## config.mk

```make
export PLATFORM = sky130hd
export DESIGN_NAME = periph_bus_controller
export DESIGN_NICKNAME = d
export VERILOG_FILES = /design/src/rtl/periph_bus_controller.sv
export SDC_FILE = /design/constraint.sdc
export NUM_CORES = 1
export LEC_CHECK = 0
export BUFFER_PORTS_ARGS = -buffer_cell sky130_fd_sc_hd__buf_4
export CORE_MARGIN = 1.5
export CORE_UTILIZATION = 40
export CTS_CLUSTER_DIAMETER = 40
export CTS_CLUSTER_SIZE = 14
export DETAILED_ROUTE_END_ITERATION = 10
export HOLD_SLACK_MARGIN = 0.08
export PLACE_DENSITY = 0.68
export SYNTH_ARGS = -nofsm -noshare
export SYNTH_HDL_FRONTEND = slang
export SYNTH_SLANG_ARGS = --single-unit
```

## constraint.sdc

```tcl
create_clock -name clk -period 7.46 [get_ports clk]
set_clock_uncertainty 0.2 [all_clocks]
set_input_delay 0.746 -clock clk [delete_from_list [all_inputs] [get_ports clk]]
set_output_delay 0.746 -clock clk [all_outputs]
set_load 0.02 [all_outputs]
```

## src/rtl/periph_bus_controller.sv

```systemverilog
// Memory-mapped peripheral controller: keypad event FIFO, status, display data/control registers.
// Optional KEY_IRQ_EN adds a registered key_irq output driven from irq_enable, FIFO occupancy and overflow.
module periph_bus_controller #(
  parameter int DATA_W         = 32,
  parameter int ADDR_W         = 4,
  parameter int KEY_W          = 4,
  parameter int KEY_FIFO_DEPTH = 8,
  parameter int DISP_W         = 32
) (
  input  logic              clk,
  input  logic              reset,
  input  logic [ADDR_W-1:0] address,
  input  logic [DATA_W-1:0] din,
  input  logic              writeEnable,
  input  logic              readEnable,
  output logic [DATA_W-1:0] dout,
  output logic              dout_valid,
  input  logic              key_valid,
  input  logic [KEY_W-1:0]  key_code,
  output logic [DISP_W-1:0] display_data,
  output logic              display_dot,
  output logic              display_blank
`ifdef KEY_IRQ_EN
  ,
  output logic              key_irq
`endif
);

  localparam int PTR_W = $clog2(KEY_FIFO_DEPTH);
  localparam int CNT_W = PTR_W + 1;

  localparam logic [ADDR_W-1:0] A_KEY_DATA   = ADDR_W'(0);
  localparam logic [ADDR_W-1:0] A_KEY_STATUS = ADDR_W'(1);
  localparam logic [ADDR_W-1:0] A_DISP_DATA  = ADDR_W'(4);
  localparam logic [ADDR_W-1:0] A_DISP_CTRL  = ADDR_W'(5);

  // Read handshake: a read is accepted every cycle readEnable is high (no
  // backpressure); dout_valid pulses for exactly one cycle on the following
  // cycle and dout holds its last value whenever dout_valid is low.

  logic [KEY_W-1:0]  r_fifo [KEY_FIFO_DEPTH];
  logic [PTR_W-1:0]  r_wr_ptr;
  logic [PTR_W-1:0]  r_rd_ptr;
  logic [CNT_W-1:0]  r_count;
  logic              r_overflow;
  logic [DISP_W-1:0] r_disp_data;
  logic              r_disp_dot;
  logic              r_disp_blank;
  logic              r_irq_en;
  logic [DATA_W-1:0] r_dout;
  logic              r_dout_valid;

  logic              w_empty;
  logic              w_full;
  logic              w_rd_key;
  logic              w_pop;
  logic              w_push;
  logic              w_ovf_set;
  logic              w_ovf_clr;
  logic              w_wr_status;
  logic              w_wr_disp;
  logic              w_wr_ctrl;
  logic [DATA_W-1:0] w_rdata;

  assign w_empty  = (r_count == '0);
  assign w_full   = (r_count == CNT_W'(KEY_FIFO_DEPTH));
  assign w_rd_key = readEnable && (address == A_KEY_DATA);

  // A pop in the same cycle frees a slot, so a full FIFO still accepts the key.
  assign w_pop     = w_rd_key && !w_empty;
  assign w_push    = key_valid && (!w_full || w_pop);
  assign w_ovf_set = key_valid && w_full && !w_pop;

  assign w_wr_status = writeEnable && (address == A_KEY_STATUS);
  assign w_wr_disp   = writeEnable && (address == A_DISP_DATA);
  assign w_wr_ctrl   = writeEnable && (address == A_DISP_CTRL);
  assign w_ovf_clr   = w_wr_status && din[2];

  // Read mux sees only pre-edge state, so a same-cycle write or push is not visible.
  always_comb begin
    w_rdata = '0;
    case (address)
      A_KEY_DATA: begin
        if (!w_empty) w_rdata[KEY_W-1:0] = r_fifo[r_rd_ptr];
      end
      A_KEY_STATUS: begin
        w_rdata[0]    = w_empty;
        w_rdata[1]    = w_full;
        w_rdata[2]    = r_overflow;
        w_rdata[15:8] = 8'(r_count);
      end
      A_DISP_DATA: begin
        w_rdata[DISP_W-1:0] = r_disp_data;
      end
      A_DISP_CTRL: begin
        w_rdata[2:0] = {r_irq_en, r_disp_blank, r_disp_dot};
      end
      default: begin
        w_rdata = '0;
      end
    endcase
  end

  always_ff @(posedge clk) begin
    if (w_push) r_fifo[r_wr_ptr] <= key_code;
  end

  always_ff @(posedge clk or posedge reset) begin
    if (reset) begin
      r_wr_ptr   <= '0;
      r_rd_ptr   <= '0;
      r_count    <= '0;
      r_overflow <= 1'b0;
    end else begin
      if (w_push) r_wr_ptr <= r_wr_ptr + 1'b1;
      if (w_pop)  r_rd_ptr <= r_rd_ptr + 1'b1;
      case ({w_push, w_pop})
        2'b10:   r_count <= r_count + 1'b1;
        2'b01:   r_count <= r_count - 1'b1;
        default: r_count <= r_count;
      endcase
      // Set has priority over the W1C clear.
      if (w_ovf_set)      r_overflow <= 1'b1;
      else if (w_ovf_clr) r_overflow <= 1'b0;
    end
  end

  always_ff @(posedge clk or posedge reset) begin
    if (reset) begin
      r_disp_data  <= '0;
      r_disp_dot   <= 1'b0;
      r_disp_blank <= 1'b1;
      r_irq_en     <= 1'b0;
    end else begin
      if (w_wr_disp) r_disp_data <= din[DISP_W-1:0];
      if (w_wr_ctrl) begin
        r_disp_dot   <= din[0];
        r_disp_blank <= din[1];
        r_irq_en     <= din[2];
      end
    end
  end

  always_ff @(posedge clk or posedge reset) begin
    if (reset) begin
      r_dout       <= '0;
      r_dout_valid <= 1'b0;
    end else begin
      r_dout_valid <= readEnable;
      if (readEnable) r_dout <= w_rdata;
    end
  end

`ifdef KEY_IRQ_EN
  logic r_key_irq;

  always_ff @(posedge clk or posedge reset) begin
    if (reset) begin
      r_key_irq <= 1'b0;
    end else begin
      r_key_irq <= r_irq_en && (!w_empty || r_overflow);
    end
  end

  assign key_irq = r_key_irq;
`endif

  assign dout          = r_dout;
  assign dout_valid    = r_dout_valid;
  assign display_data  = r_disp_data;
  assign display_dot   = r_disp_dot;
  assign display_blank = r_disp_blank;

endmodule

```

; Word-level counts from Yosys, hierarchy flattened
; Memory sizes are Yosys's and may differ from the RTL's.
; Index checks and enable logic that the tools add are counted.
[op_classes]
add_sub_neg = 4
mul = 0
n_div = 0
order_cmp = 0
n_eq_ne = 6
shifts = 0
mux = 11
bitwise = 0
n_reduce_logical = 17
[op_table]
columns = cell, n
row1 = 16-bit two-way mux, 1
row2 = 8-bit one-hot mux with 2 select lines, 1
row3 = 3-bit one-hot mux with 4 select lines, 1
row4 = 1-bit logical AND, 9
row5 = "4-bit by 3-bit equality test with 1-bit output, second input constant", 2
row6 = 4-bit logical NOT, 2
row7 = 4-bit two-way mux, 2
row8 = 4-bit one-hot mux with 2 select lines, 1
row9 = "3-bit by 1-bit adder with 3-bit output, second input constant", 2
row10 = "4-bit by 1-bit adder with 4-bit output, second input constant", 1
row11 = "4-bit by 1-bit equality test with 1-bit output, second input constant", 1
row12 = "4-bit equality test, second input constant", 1
row13 = 1-bit two-way mux, 4
row14 = 2-bit nonzero test, 2
row15 = "4-bit by 1-bit subtractor with 4-bit output, second input constant", 1
row16 = 1-bit logical NOT, 3
row17 = "2-bit by 1-bit equality test with 1-bit output, second input constant", 1
row18 = "2-bit equality test, second input constant", 1
row19 = 1-bit one-hot mux with 2 select lines, 1
row20 = 1-bit logical OR, 1
[word_totals]
reg_bits = 79
latchBits = 0
ramBits = 32
romBits = 0
inputBits = 45
out_inout_bits = 67
wordCells = 49
n_memories = 1
[mem_list]
columns = memory, depth, word_bits, read_ports, rd_ports_with_merged_regs, wr, line
row1 = r_fifo, 8, 4, 1, 0, 1, 41  ; logic [KEY_W-1:0] r_fifo [KEY_FIFO_DEPTH];

; Longest topological paths before layout
[depth]
ltp_word = 7
mapped_depth = 9

; Worst setup path after synthesis
; No wires, ideal clock.
[synth_timing]
kind = in2reg
from = in address[2]
to = mem r_fifo[0][0], enable pin
setup_time_ns = 0.377
arrival_time_ns = 2.082
setup_slack_ns = 4.801
cell_stages = 5
path_buffers = 1
path_cell_list = buf_2 > nor4_4 > and2_2 > o21ai_4 > nor4_1
[synth_via]
elab_chain_cells = 7
[synth_lines]
columns = item, line
row1 = "start, declared", 12  ; input logic [ADDR_W-1:0] address,
row2 = 4-bit logical NOT, 67  ; assign w_rd_key = readEnable && (address == A_KEY_DATA);
row3 = 1-bit logical AND, 67
row4 = 1-bit logical AND, 70  ; assign w_pop = w_rd_key && !w_empty;
row5 = 1-bit logical OR, 71  ; assign w_push = key_valid && (!w_full || w_pop);
row6 = 1-bit logical AND, 71
row7 = 1-bit two-way mux, 105  ; if (w_push) r_fifo[r_wr_ptr] <= key_code;
row8 = 1-bit two-way mux (not written as such), 105
row9 = "end, declared", 41
; Every way passes these cells.

; Worst setup path in the final report
[layout_timing]
from = in address[3]
to = mem r_fifo[0][3], enable pin
; The elaborated chain is that of the path after synthesis.

==> flow_metrics.tcl <==
set metrics [dict create \
    grt_use_total 0.173 \
    ys_seq_elements 111 \
    internal_power_mw 1.20 \
    hpwl_um 7050 \
    tightest_slew_ns 1.05 \
    dieHeight_um 111 \
    finalSetupViolCount 0 \
    worst_ir_drop_vdd_mv 0.127 \
    gp_congestion 0.792 \
    numCtsBuffers 9 \
    worstSetupPathType "in -> reg" \
    powerDensity_mw_per_mm2 292 \
    grt_max_degree 80 \
    antenna_found_initial 0 \
    p_sw_mw 0.516 \
    start_kind "input port" \
    postCtsSetupBuffers 0 \
    crit_chain "buf_4 -> nor4_4 -> and2_2 -> o21ai_4 -> nor4_1" \
    final.min_clock_period_ns 2.63 \
    clock_latency_ns 0.35 \
    slew-limit-headroom 0.299 \
    cts-htree-levels 3 \
    rsz0062_at_grt "no" \
    layout.nets 478 \
    cp-end-kind "flip-flop" \
    crit_required_ns 7.23 \
    totalPowerFinal_mw 1.71 \
    n_fill_cell 947 \
    synthFlopType "dfrtp_1" \
    holdBufCountCts 0 \
    area_delta_synth_final_pct 26.5 \
    wl_per_cell_um 17.5 \
    synth_edf_count 32 \
    io_pins 112 \
    slew_violations 0 \
    rows 39 \
    route.detailed.drc 0 \
    leakagePower_nw 2.56 \
    whs_path_depth 1 \
    swShare 0.301 \
    finalCritPeriodShare 0.352 \
    cts_tree "done" \
    portBuffers 111 \
    hold_viol 0 \
    status "finished clean" \
    syn_inst 327 \
    antenna_cells 0 \
    max_freq_mhz 381 \
    slowest_delay_ns 0.67 \
    firstDrtPassIters 4 \
    wl_um 10100 \
    async_flop_share 0.712 \
    clockRootBuffer "clkbuf_16" \
    p_comb_frac 0.228 \
    ys_warn_count 0 \
    synth_fp_nets 375 \
    utilization 0.517 \
    synth_top_area_frac 0.420 \
    grt_pass1_wl_um 16600 \
    rrSetupSlack_ns 4.96 \
    drive_above_1_share 0.356 \
    seq_area_frac_synth 0.633 \
    synth.most_common_cell "dfrtp_1" \
    syn_area_sq_mm 0.00464 \
    slowest_stage "nor4_1" \
    design.die.area_sq_mm 0.0123 \
    seqPwrFrac 0.492 \
    cts-resized-gates 0 \
    grt_pass1_vias 2985 \
    dr_total_vias 3073 \
    core_sq_mm 0.0114 \
    postRouteAntennaNets 0 \
    finalSetupTns_ns 0 \
    cap_violations 0 \
    clk_pin_slew_ns 0.07 \
    cp.arrival_ns 2.40 \
    overflow 0 \
    hold_class "reg -> reg" \
    synth_commonest_cells "78 x dfrtp_1, 33 x nand2_1, 32 x edfxtp_1, 31 x mux2_1, 24 x o2bb2ai_1" \
    ff2ff_path_depth 7 \
    yosysTopAreaCell "dfrtp_1" \
    max-clock-path-buffers 2 \
    drtIter0Drc 158 \
    synth.area.top_cells "dfrtp_1 42%, edfxtp_1 21%, mux2_1 7.5%, o2bb2ai_1 4.5%, mux4_2 3.4%" \
    critPathMaxFanout 6 \
    dieWidth_um 111 \
    vias_per_cell 5.32 \
    clkPwrFrac 0.281 \
    start_util 0.408 \
    cts_sinks 111 \
    avgSynthCellArea_sq_um 14.2 \
    synth.distinct_cells 46 \
]
==> flip-flops by register name, indices dropped and copies added, names as in the netlist <==
name and cells:
r_irq_en 1, display_blank 1, r_rd_ptr 3, r_wr_ptr 3, r_overflow 1, display_dot 1, r_fifo 32, display_data 32
dout_valid 1, r_count 4, dout 32
==> layer usage <==
metal  part of all wire  GRT usage  up-vias
li1                   -          -     1416
met1               0.47      0.248     1534
met2               0.45      0.253      105
met3              0.051     0.0421       18
met5                  0          0        -
met4              0.021     0.0692        0
==> cell type report <==
| cell class | instances | area (sq um) | share of cell area |
|---|---|---|---|
| clock buffer | 13 | 285 | 0.0486 |
| clock inverter | 3 | 20.0 | 0.00341 |
| inverter | 4 | 15.0 | 0.00256 |
| multi-input combinational | 192 | 1590 | 0.271 |
| sequential | 111 | 2940 | 0.500 |
| tap | 143 | 179 | 0.0305 |
| timing repair buffer | 112 | 841 | 0.143 |
==> through the flow <==
stage	hold slack [ns]	cell area, sq um	instances	setup WS [ns]
finish	0.289	5870	578	4.83
global route	0.304	5870	578	4.66
detailed placement	0.275	5570	562	4.43
global placement	0.274	5570	562	4.52
floorplan	0.248	4640	327	4.49
CTS	0.295	5870	578	4.79
==> worst max-delay path, delay by kind of cell <==
| family | cells | cell delay, ns |
|---|---|---|
| compound gates | 1 | 0.10 |
| buf+inv | 1 | 0.14 |
| simple gates | 3 | 1.41 |
==> power by group through the flow <==
stage	sequential, mW	clock, mW	combinational (mW)
final	0.843	0.481	0.390
after global routing	0.860	0.518	0.425
after CTS	0.843	0.494	0.397
after detailed placement	0.855	0	0.395
after global placement	0.853	0	0.385
after floorplan	0.863	0	0.222
==> worst paths after layout <==
kind	start	endpoint
worst max-delay path	address[3]	r_fifo[0][3]
worst min-delay path	dout[16]	dout[16]
worst max register to register	r_count[1]	r_count[2]
worst min register to register	dout[16]	dout[16]
max in group asynchronous	reset	display_dot
min in group asynchronous	reset	display_data[11]
==> cell usage in the layout, fill, tap and decap left out, types with 3 or more instances in the layout <==
cell type and n:
mux2_2 9, nand2b_1 4, nand4_1 3, a221oi_1 4, nor3_1 6, ha_1 3
mux2i_1 7, nand3_1 7, dfrtp_1 78, o2bb2ai_1 24, nor2_1 16, a21oi_1 5
clkbuf_16 10, mux4_2 7, edfxtp_1 32, xnor2_1 4, buf_4 112, mux2_1 31
o21ai_0 3, inv_1 3, nand2_1 33
==> cell families after synthesis <==
kind of cell | Yosys count | share of synthesized area
buffers and inverters | 24 | 0.0234
AOI/OAI and AO/OA | 47 | 0.0830
DFF | 111 | 0.633
muxes | 54 | 0.146
and+or+nand+nor | 82 | 0.0949
xor gates and xnor gates | 6 | 0.0113
adders and majority gates | 3 | 0.00809
Power figures use the tool's default switching activity.
